`src/rtl/arb_pkg.sv`:
```
// Shared types and constants for the 16-way round-robin arbiter.
// Latency: n/a (package only).
// Backpressure: n/a (package only).
package arb_pkg;

  localparam int NUM_REQ         = 16;
  localparam int IDX_W           = 4;
  localparam int CNT_W           = 8;
  localparam int TIMEOUT_CYC_DEF = 255;

  typedef enum logic {
    IDLE = 1'b0,
    BUSY = 1'b1
  } state_t;

  // First set request at or after ptr, scanning upward with wrap 15->0.
  // The 4-bit candidate index wraps on its own, so no modulo is needed.
  function automatic logic [IDX_W-1:0] rr_pick(
    input logic [NUM_REQ-1:0] req,
    input logic [IDX_W-1:0]   ptr
  );
    logic [IDX_W-1:0] pick;
    logic [IDX_W-1:0] cand;
    logic             found;
    pick  = ptr;
    found = 1'b0;
    for (int i = 0; i < NUM_REQ; i++) begin
      cand = ptr + IDX_W'(i);
      if (!found && req[cand]) begin
        pick  = cand;
        found = 1'b1;
      end
    end
    return pick;
  endfunction

endpackage

```
`src/rtl/decoder_4to16.sv`:
```
// 4-bit binary select to 16-bit one-hot, forced to zero when en is low.
// Latency: purely combinational, zero cycles.
// Backpressure: none; output follows inputs.
module decoder_4to16 (
  input  logic [3:0]  sel,
  input  logic        en,
  output logic [15:0] dout
);

  // Set exactly the selected bit, or nothing when disabled.
  always_comb begin
    dout      = '0;
    if (en) begin
      dout[sel] = 1'b1;
    end
  end

endmodule

```
`src/rtl/rr_arbiter_16.sv`:
```
// 16-way round-robin arbiter with single owner hold until done; optional forced release via ARB_TIMEOUT_EN.
// Latency: grant one cycle after req in IDLE; one IDLE cycle after every release.
// Backpressure: an owner holds the resource regardless of req until done (or timeout when ARB_TIMEOUT_EN is defined).
module rr_arbiter_16
  import arb_pkg::*;
#(
  parameter int TIMEOUT_CYC = TIMEOUT_CYC_DEF
) (
  input  logic        clk,
  input  logic        rst,
  input  logic [15:0] req,
  input  logic        done,
  output logic [15:0] gnt,
  output logic [3:0]  gnt_idx,
`ifdef ARB_TIMEOUT_EN
  output logic        timeout,
`endif
  output logic        gnt_valid
);

  state_t           state_q, state_d;
  logic [IDX_W-1:0] idx_q, idx_d;
  logic [IDX_W-1:0] ptr_q, ptr_d;

`ifdef ARB_TIMEOUT_EN
  logic [CNT_W-1:0] cnt_q, cnt_d;
  logic [CNT_W-1:0] cnt_inc;
  logic             expire;
  logic             timeout_q, timeout_d;

  // The counter is out of range for anything outside 1..255.
  if (TIMEOUT_CYC < 1 || TIMEOUT_CYC > 255) begin : g_bad_timeout
    $error("rr_arbiter_16: TIMEOUT_CYC must be in 1..255");
  end

  // Counter value after this BUSY cycle; hitting TIMEOUT_CYC means the owner used its allowance.
  assign cnt_inc = cnt_q + 8'd1;
  assign expire  = (cnt_inc == CNT_W'(TIMEOUT_CYC));
`else
  // Without the timeout feature the parameter has no effect on the hardware.
  if (TIMEOUT_CYC < 0) begin : g_timeout_unused
  end
`endif

  // Next-state, owner selection and pointer advance.
  always_comb begin
    state_d   = state_q;
    idx_d     = idx_q;
    ptr_d     = ptr_q;
`ifdef ARB_TIMEOUT_EN
    cnt_d     = cnt_q;
    timeout_d = 1'b0;
`endif
    case (state_q)
      IDLE: begin
        if (|req) begin
          state_d = BUSY;
          idx_d   = rr_pick(req, ptr_q);
`ifdef ARB_TIMEOUT_EN
          cnt_d   = '0;
`endif
        end
      end
      BUSY: begin
`ifdef ARB_TIMEOUT_EN
        cnt_d = cnt_inc;
        if (done || expire) begin
          state_d   = IDLE;
          ptr_d     = idx_q + 4'd1;
          // A coincident done counts as a normal release.
          timeout_d = !done;
        end
`else
        if (done) begin
          state_d = IDLE;
          ptr_d   = idx_q + 4'd1;
        end
`endif
      end
      default: begin
        state_d = IDLE;
      end
    endcase
  end

  // State, owner and pointer registers; reset drops the grant asynchronously.
  always_ff @(posedge clk or posedge rst) begin
    if (rst) begin
      state_q <= IDLE;
      idx_q   <= '0;
      ptr_q   <= '0;
    end else begin
      state_q <= state_d;
      idx_q   <= idx_d;
      ptr_q   <= ptr_d;
    end
  end

`ifdef ARB_TIMEOUT_EN
  // Busy-cycle counter and the registered one-cycle timeout pulse.
  always_ff @(posedge clk or posedge rst) begin
    if (rst) begin
      cnt_q     <= '0;
      timeout_q <= 1'b0;
    end else begin
      cnt_q     <= cnt_d;
      timeout_q <= timeout_d;
    end
  end

  assign timeout = timeout_q;
`endif

  assign gnt_valid = (state_q == BUSY);
  assign gnt_idx   = idx_q;

  decoder_4to16 u_dec (
    .sel  (idx_q),
    .en   (gnt_valid),
    .dout (gnt)
  );

endmodule

```
`config.mk`:
```
export PLATFORM = sky130hd
export DESIGN_NAME = rr_arbiter_16
export DESIGN_NICKNAME = d
export VERILOG_FILES = /design/src/rtl/arb_pkg.sv /design/src/rtl/decoder_4to16.sv /design/src/rtl/rr_arbiter_16.sv
export SDC_FILE = /design/constraint.sdc
export NUM_CORES = 1
export LEC_CHECK = 0
export ABC_AREA = 0
export BUFFER_PORTS_ARGS = -buffer_cell sky130_fd_sc_hd__clkbuf_2
export CORE_MARGIN = 2
export CORE_UTILIZATION = 48
export DETAILED_ROUTE_END_ITERATION = 10
export PLACE_DENSITY = 0.78
export SYNTH_ARGS = -nofsm -noshare
export SYNTH_HDL_FRONTEND = slang
export SYNTH_SLANG_ARGS = --single-unit
export TNS_END_PERCENT = 30
```
`constraint.sdc`:
```
create_clock -name clk -period 7.1 [get_ports clk]
set_input_delay 0.71 -clock clk [delete_from_list [all_inputs] [get_ports clk]]
set_output_delay 0.71 -clock clk [all_outputs]
set_load 0.02 [all_outputs]
```
* Word-level counts from Yosys, hierarchy flattened
Cells that the tools add are included.
** Storage, ports and cells
- Output and inout port bits :: 21
- Bits of input ports :: 19
- Bits in registers :: 9
** Cells by class
- Add/subtract/negate cells :: 16
- Reductions and logical operators :: 34
- Multiplexer cells :: 98
- $lt $le $gt $ge :: 18
- Bitwise logic cells :: 1
** Operators with widths (number)
- 4-bit by 5-bit less-than comparator with 1-bit output (second input constant) :: 17
- 1-bit binary-select mux with 4-bit select :: 16
- 1-bit 2-to-1 mux :: 64
- 4-bit 2-to-1 mux :: 15
- 4-bit adder (second input constant) :: 8
- 4-bit by 3-bit adder with 4-bit output (second input constant) :: 4
- 1-bit logical AND :: 16
- 16-bit 2-to-1 mux :: 1
- 16-bit OR reduction :: 1
- 1-bit logical NOT :: 15
- 4-bit by 1-bit adder with 4-bit output (second input constant) :: 2
- 4-bit by 2-bit adder with 4-bit output (second input constant) :: 2
- 1-bit demux with 4-bit select :: 1
- 4-bit by 1-bit >= comparator with 1-bit output (second input constant) :: 1
- 2-bit AND reduction :: 2
- 1-bit case mux with 2 select lines :: 1
- 1-bit inverter :: 1

* Logic depth before layout (Yosys ltp)
Gate-level depths: netlist of run 1.
- Depth after elaboration :: 78
- Gate-level depth with buffers :: 16

* Hierarchy
Synthesis of run 1 repeated with hierarchy kept, for this count alone.
** Second synthesis, totals
- Cells, all modules :: 358
- Area total of the unflattened synthesis :: 3215.6 um2
** Modules (own cells, without submodules)
- rr_arbiter_16 :: seq. area each 225.2 um2, cells each 335, area an instance 3098.0 um2, instances 1
- decoder_4to16 :: seq. area each 0.0 um2, cells each 23, area an instance 117.6 um2, instances 1

* Worst setup path after synthesis of run 1
No wires, ideal clock.
- Path kind :: reg2reg
- Start point :: register ptr_q[1]
- End point :: register idx_q[3] (netlist: gnt_idx[3])
- Clock period less this slack :: 4.028 ns
- Data required time :: 6.969 ns
- Library setup time :: 0.131 ns
- Cell stages (with the launch flop) :: 16
- Path slack :: 3.072 ns
- Arrival time :: 3.897 ns
- Path through :: dfrtp_1 clkbuf_1 clkbuf_1 inv_1 ha_1 buf_6 buf_6 mux4_2 mux2_2 mux2_2 or4_4 nor3b_2 a32o_2 a31oi_1 o41ai_2 a31oi_1
** Between the ends
- Longest elaborated chain between the ends :: 78
** Ends and longest elaborated chain
- start, declared :: line rr_arbiter_16.sv:23 : logic [IDX_W-1:0] ptr_q, ptr_d;
- start signal, assigned :: line rr_arbiter_16.sv:95 : ptr_q <= ptr_d;
- parallel branches: the longest is 77 deep, another holds 4-bit by 1-bit adder with 4-bit output
- 4-bit 2-to-1 mux (*) :: line arb_pkg.sv:29 : if (!found && req[cand]) begin
- end signal, assigned :: line rr_arbiter_16.sv:94 : idx_q <= idx_d;
- end, declared :: line rr_arbiter_16.sv:22 : logic [IDX_W-1:0] idx_q, idx_d;
Mark *: on every way between the ends. The select of a mux whose other input is x is not followed.
A chain may end at the register's enable or synchronous reset.

* Final worst setup path of run 1
- Start point :: register ptr_q[0]
- End point :: register idx_q[3] (netlist: gnt_idx[3])
Same word-level chain as after synthesis.

==> flow_summary.json, run 1 <==
{
  "drive_gt1_share_pct": 26.15,
  "synth-seq-cells": 9,
  "worst_pin_slew_ns": 1.044,
  "cap_violations": 0,
  "synth-simple-area-share_pct": 22.19,
  "tritoncts": "built",
  "final.min_clock_period_ns": 4.985,
  "gr-total-overflow": 0,
  "drt-total-wl_mm": 8.878,
  "post-cts-setup-buffers": 0,
  "gp_congestion": 1.020,
  "grt_setup_unrepaired": "false",
  "dr.first_iter.drc_count": 389,
  "numCtsBuffers": 3,
  "synthMuxAreaShare_pct": 34.21,
  "fin_util_pct": 53.25,
  "cts_root_buffer": "clkbuf_8",
  "fillers": 570,
  "setup_ws_ns": 2.115,
  "syn_inst": 345,
  "r2r_start": "ptr_q[0]",
  "required_ns": 7.21,
  "status": "finished clean",
  "grt_pass1_wl_mm": 14.23,
  "ys_top_cells_by_area": "mux4_2 16%, dfrtp_1 7.8%, mux2i_1 7.3%, mux2_2 5.4%, nand2_1 4.8%",
  "syn_to_final_growth_pct": 8.348,
  "path_class": "register to register",
  "hold_path_class": "input pin to asynchronous set/reset pin",
  "regToRegSetupSlack_ns": 2.12,
  "antenna_found_initial": 0,
  "cts.clk_slew.worst_paths_ns": 0.05,
  "synth_fa_ha_area_share_pct": 4.758,
  "setup-tns-final_ns": 0,
  "initial_core_util_pct": 49.15,
  "cts_max_level": 1,
  "reg2regPathDepth": 11,
  "skew_ns": 0.002206,
  "cts_buffer_depth": 2,
  "grt_pass1_vias": 2767,
  "vias": 3083,
  "end_kind": "register",
  "synth_top_family_by_area": "multiplexers",
  "postRouteAntennaNets": 0,
  "die_x_um": 81.63,
  "fp-row-count": 28,
  "synthDominantCellAreaShare_pct": 15.57,
  "ys_seq_area_share_pct": 7.785,
  "reg2reg_to": "gnt_idx[3]",
  "ys.flop_type": "dfrtp_1",
  "route.detailed.wl_per_inst_um": 19.91,
  "antennaDiodeCount": 0,
  "dp.final_hpwl_mm": 6.973,
  "cts.sinks": 9,
  "synth_xor_area_share_pct": 3.590,
  "ios": 40,
  "track_usage_pct": 27.86,
  "die_h_um": 81.63,
  "drc_errors": 0,
  "portBuffers": 39,
  "grt_max_degree": 26,
  "hold_viol": 0,
  "synth_compound_area_share_pct": 20.98,
  "synthArstFlopShare_pct": 100.0,
  "netlist_area_sq_um": 2893,
  "slew_viol_final": 0,
  "synth_cell_type_count": 73,
  "fp.coreArea_sq_um": 5886,
  "syn_nets": 375,
  "layout_common_cells": "39 x clkbuf_2, 37 x nand2_1, 32 x nor2_1, 21 x mux2i_1, 20 x mux4_2",
  "fmax_mhz": 200.6,
  "setup_viol": 0,
  "cts_resized": 0,
  "finalCritPeriodShare_pct": 70.21,
  "synth_largest_area_cell": "mux4_2",
  "maxSlewHeadroom_pct": 30.40,
  "fp.dieArea_sq_um": 6663,
  "synth_edf_count": 0,
  "ctsHoldBuffers": 0,
  "place_ws_ns": 2.156,
  "detail_route.vias_per_cell": 6.913,
  "yosysWarnings": 0,
  "clock_latency_ns": 0.24,
  "critPathMaxFanout": 25,
  "first_pass_iters": 6,
  "startpoint_type": "register",
  "avgSynthCellArea_sq_um": 8.385,
  "cp.arrival_ns": 5.10,
  "final_nets": 402,
  "final_common_cell": "clkbuf_2"
}
==> worst max-delay path: stages (launching register included) <==
cell      delay, ns
dfrtp_1        1.03
inv_2          0.14
ha_1           0.75
mux4_2         0.63
mux2_4         0.32
a211oi_2       0.35
nand4_2        0.41
nor4_1         0.64
a32o_2         0.27
a31oi_1        0.05
o41ai_2        0.22
a31oi_1        0.06
==> worst max-delay path by stage <==
stage | from | to | slack [ns] | depth (start not counted)
5_1_grt | ptr_q[0] | gnt_idx[3] | 1.75 | 11
3_3_place_gp | ptr_q[0] | gnt_idx[3] | 2.43 | 11
2_1_floorplan | ptr_q[1] | gnt_idx[3] | 3.07 | 15
3_5_place_dp | ptr_q[0] | gnt_idx[3] | 2.16 | 11
6_report | ptr_q[0] | gnt_idx[3] | 2.12 | 11
4_1_cts | ptr_q[0] | gnt_idx[3] | 2.15 | 11
==> stage by stage <==
step	std cells	area (sq um)	hold WS, ns
2_1_floorplan	345	2893	0.5379
3_3_place_gp	442	3088	0.5954
3_5_place_dp	442	3088	0.6090
4_1_cts	446	3134	0.4164
5_1_grt	446	3134	0.4523
6_report	446	3134	0.4125
==> area by class of cell <==
cell class                 count  area (sq um)  share of cell area (%)
inverter                      19         71.32                   2.275
tap                           75         93.84                   2.994
clock buffer                   3         41.29                   1.317
timing repair buffer          42         217.7                   6.946
multi-input combinational    297          2480                   79.12
sequential                     9         225.2                   7.186
clock inverter                 1         5.005                  0.1597
==> synth_stat cells (all sizes together) (2+ instances only) <==
cell,instances
xnor2,7
and2,2
nand2b,6
nand3,13
o22ai,5
and3,3
a211oi,4
or4,2
o221ai,3
xor2,4
buf,11
nor2b,2
a21boi,3
inv,18
a31oi,7
nand4,5
a21o,2
mux4,25
nor3,8
mux2,16
nor4,6
o31ai,5
clkbuf,9
o21a,2
mux2i,22
nand2,38
a22oi,3
o211a,2
o21ai,19
a21oi,17
o311ai,2
o32ai,2
nor3b,3
a221oi,2
dfrtp,9
ha,11
nor2,33
==> registers in the layout, indices dropped and copies added, names as in the netlist <==
| signal | cells |
|---|---|
| gnt_idx | 4 |
| gnt_valid | 1 |
| ptr_q | 4 |
==> layer usage <==
metal	wire, um	vias to the layer above	track usage [%]
li1	-	1387	-
met1	3505	1461	37.62
met2	4076	207	44.84
met3	1045	28	5.275
met4	250	0	9.500
met5	0	-	0
==> cells by family (layout without fill, tap and decap cells) <==
family,Yosys count,in the layout
mux,63,63
flops,9,9
simple gates,125,125
xor+xnor,11,11
fa+ha+maj,11,11
buf+inv,39,65
compound gates,87,87
Power of run 1 is left out: the tool's default activity adds up to more than one toggle a clock period on the data nets, which glitch-free logic cannot reach.
==> run 2: changes to the inputs <==
clock period = 4.95 ns   (was 7.1 ns; I/O delays follow)
==> flow_summary.json, run 2 (synthesized netlist as in run 1, its figures left out) <==
{
  "fp.coreArea_sq_um": 5886,
  "track_usage_pct": 29.93,
  "gp_congestion": 1.057,
  "worst_pin_slew_ns": 0.8486,
  "cts.clk_slew.worst_paths_ns": 0.05,
  "crit_end": "gnt_idx[3]",
  "skew_ns": 0.005159,
  "cap_violations": 0,
  "final.min_clock_period_ns": 4.090,
  "fmax_mhz": 244.5,
  "vias": 3131,
  "setup_viol": 0,
  "setup_ws_ns": 0.8600,
  "grt_pass1_wl_mm": 15.28,
  "fp.dieArea_sq_um": 6663,
  "setup-tns-final_ns": 0,
  "layout_common_cells": "39 x clkbuf_2, 37 x nand2_1, 32 x nor2_1, 21 x mux2i_1, 20 x mux4_2",
  "antennaDiodeCount": 0,
  "numCtsBuffers": 3,
  "grt_setup_unrepaired": "false",
  "r2r_start": "ptr_q[1]",
  "dp.final_hpwl_mm": 7.295,
  "final_area_sq_um": 3178,
  "final_common_cell": "clkbuf_2",
  "dr.first_iter.drc_count": 389,
  "cts_buffer_depth": 2,
  "die_h_um": 81.63,
  "grt_pass1_vias": 2816,
  "finalCritPeriodShare_pct": 82.63,
  "cts.sinks": 9,
  "cts_resized": 0,
  "antenna_found_initial": 0,
  "place_area_sq_um": 3133,
  "ios": 40,
  "cts_root_buffer": "clkbuf_8",
  "gr-total-overflow": 0,
  "startpoint_type": "register",
  "reg2reg_to": "gnt_idx[3]",
  "maxSlewHeadroom_pct": 43.42,
  "regToRegSetupSlack_ns": 0.86,
  "clock_latency_ns": 0.24,
  "hold_path_class": "input pin to asynchronous set/reset pin",
  "status": "finished clean",
  "drc_errors": 0,
  "initial_core_util_pct": 49.15,
  "slew_viol_final": 0,
  "first_pass_iters": 6,
  "cts_max_level": 1,
  "die_x_um": 81.63,
  "path_class": "register to register",
  "tritoncts": "built",
  "portBuffers": 39,
  "detail_route.vias_per_cell": 6.927,
  "critPathMaxFanout": 17,
  "route.detailed.wl_per_inst_um": 21.12,
  "end_kind": "register",
  "drive_gt1_share_pct": 27.06,
  "drt-total-wl_mm": 9.547,
  "reg2regPathDepth": 12,
  "cp.arrival_ns": 4.19,
  "place_ws_ns": 0.9140,
  "postRouteAntennaNets": 0,
  "final_nets": 408,
  "grt_max_degree": 25,
  "ctsHoldBuffers": 0,
  "hold_viol": 0,
  "cp-startpoint": "ptr_q[1]",
  "syn_to_final_growth_pct": 9.862,
  "post-cts-setup-buffers": 0,
  "required_ns": 5.05,
  "fp-row-count": 28
}
==> run 2: cell types whose count changed in the layout (fill, tap and decap cells not counted), sizes merged <==
cell | previous run | this run
buf | 3 | 9
clkbuf | 42 | 43
clkinv | 2 | 1
==> run 2: how the worst min path moves through the flow <==
stage,slack (ns),end,cells after the start
floorplan,0.32,gnt_idx[0],1
global placement,0.45,ptr_q[1],2
detailed placement,0.46,ptr_q[1],2
CTS,0.21,gnt_idx[0],2
global route,0.24,gnt_idx[0],2
finish,0.20,gnt_idx[0],2
==> run 2: cell type report <==
class | instances | area, sq um
Clock buffer | 4 | 45.04
Fill cell | 565 | 2708
Sequential cell | 9 | 225.2
Inverter | 19 | 71.32
Tap cell | 75 | 93.84
Timing Repair Buffer | 48 | 262.8
Multi-Input combinational cell | 297 | 2480
==> run 2: per-layer routing <==
layer  up-vias  global-route usage, %  share of wire [%]
met5         -                      0                  0
met4         0                  7.167                2.2
met3        23                  6.484                9.8
met2       197                  45.41                 47
met1      1513                  43.47                 41
li1       1398                      -                  -
==> run 2: critical path: stages (launching register included) <==
cell,delay [ns]
dfrtp_1,0.33
inv_1,0.14
ha_1,0.75
mux4_2,0.61
mux2_4,0.32
a211oi_2,0.38
nand4_2,0.13
buf_4,0.21
nor4_1,0.47
a32o_2,0.26
a31oi_1,0.05
o41ai_2,0.21
a31oi_1,0.09
==> run 2: per-stage QoR <==
stage               utilization (%)  std cells  hold WS [ns]
detailed placement            53.23        448        0.4555
global placement              53.23        448        0.4526
global route                  54.00        452        0.2400
floorplan                         -        345        0.3229
finish                        54.00        452        0.1965
CTS                           54.00        452        0.2056
Power of run 2 is left out for the same reason.
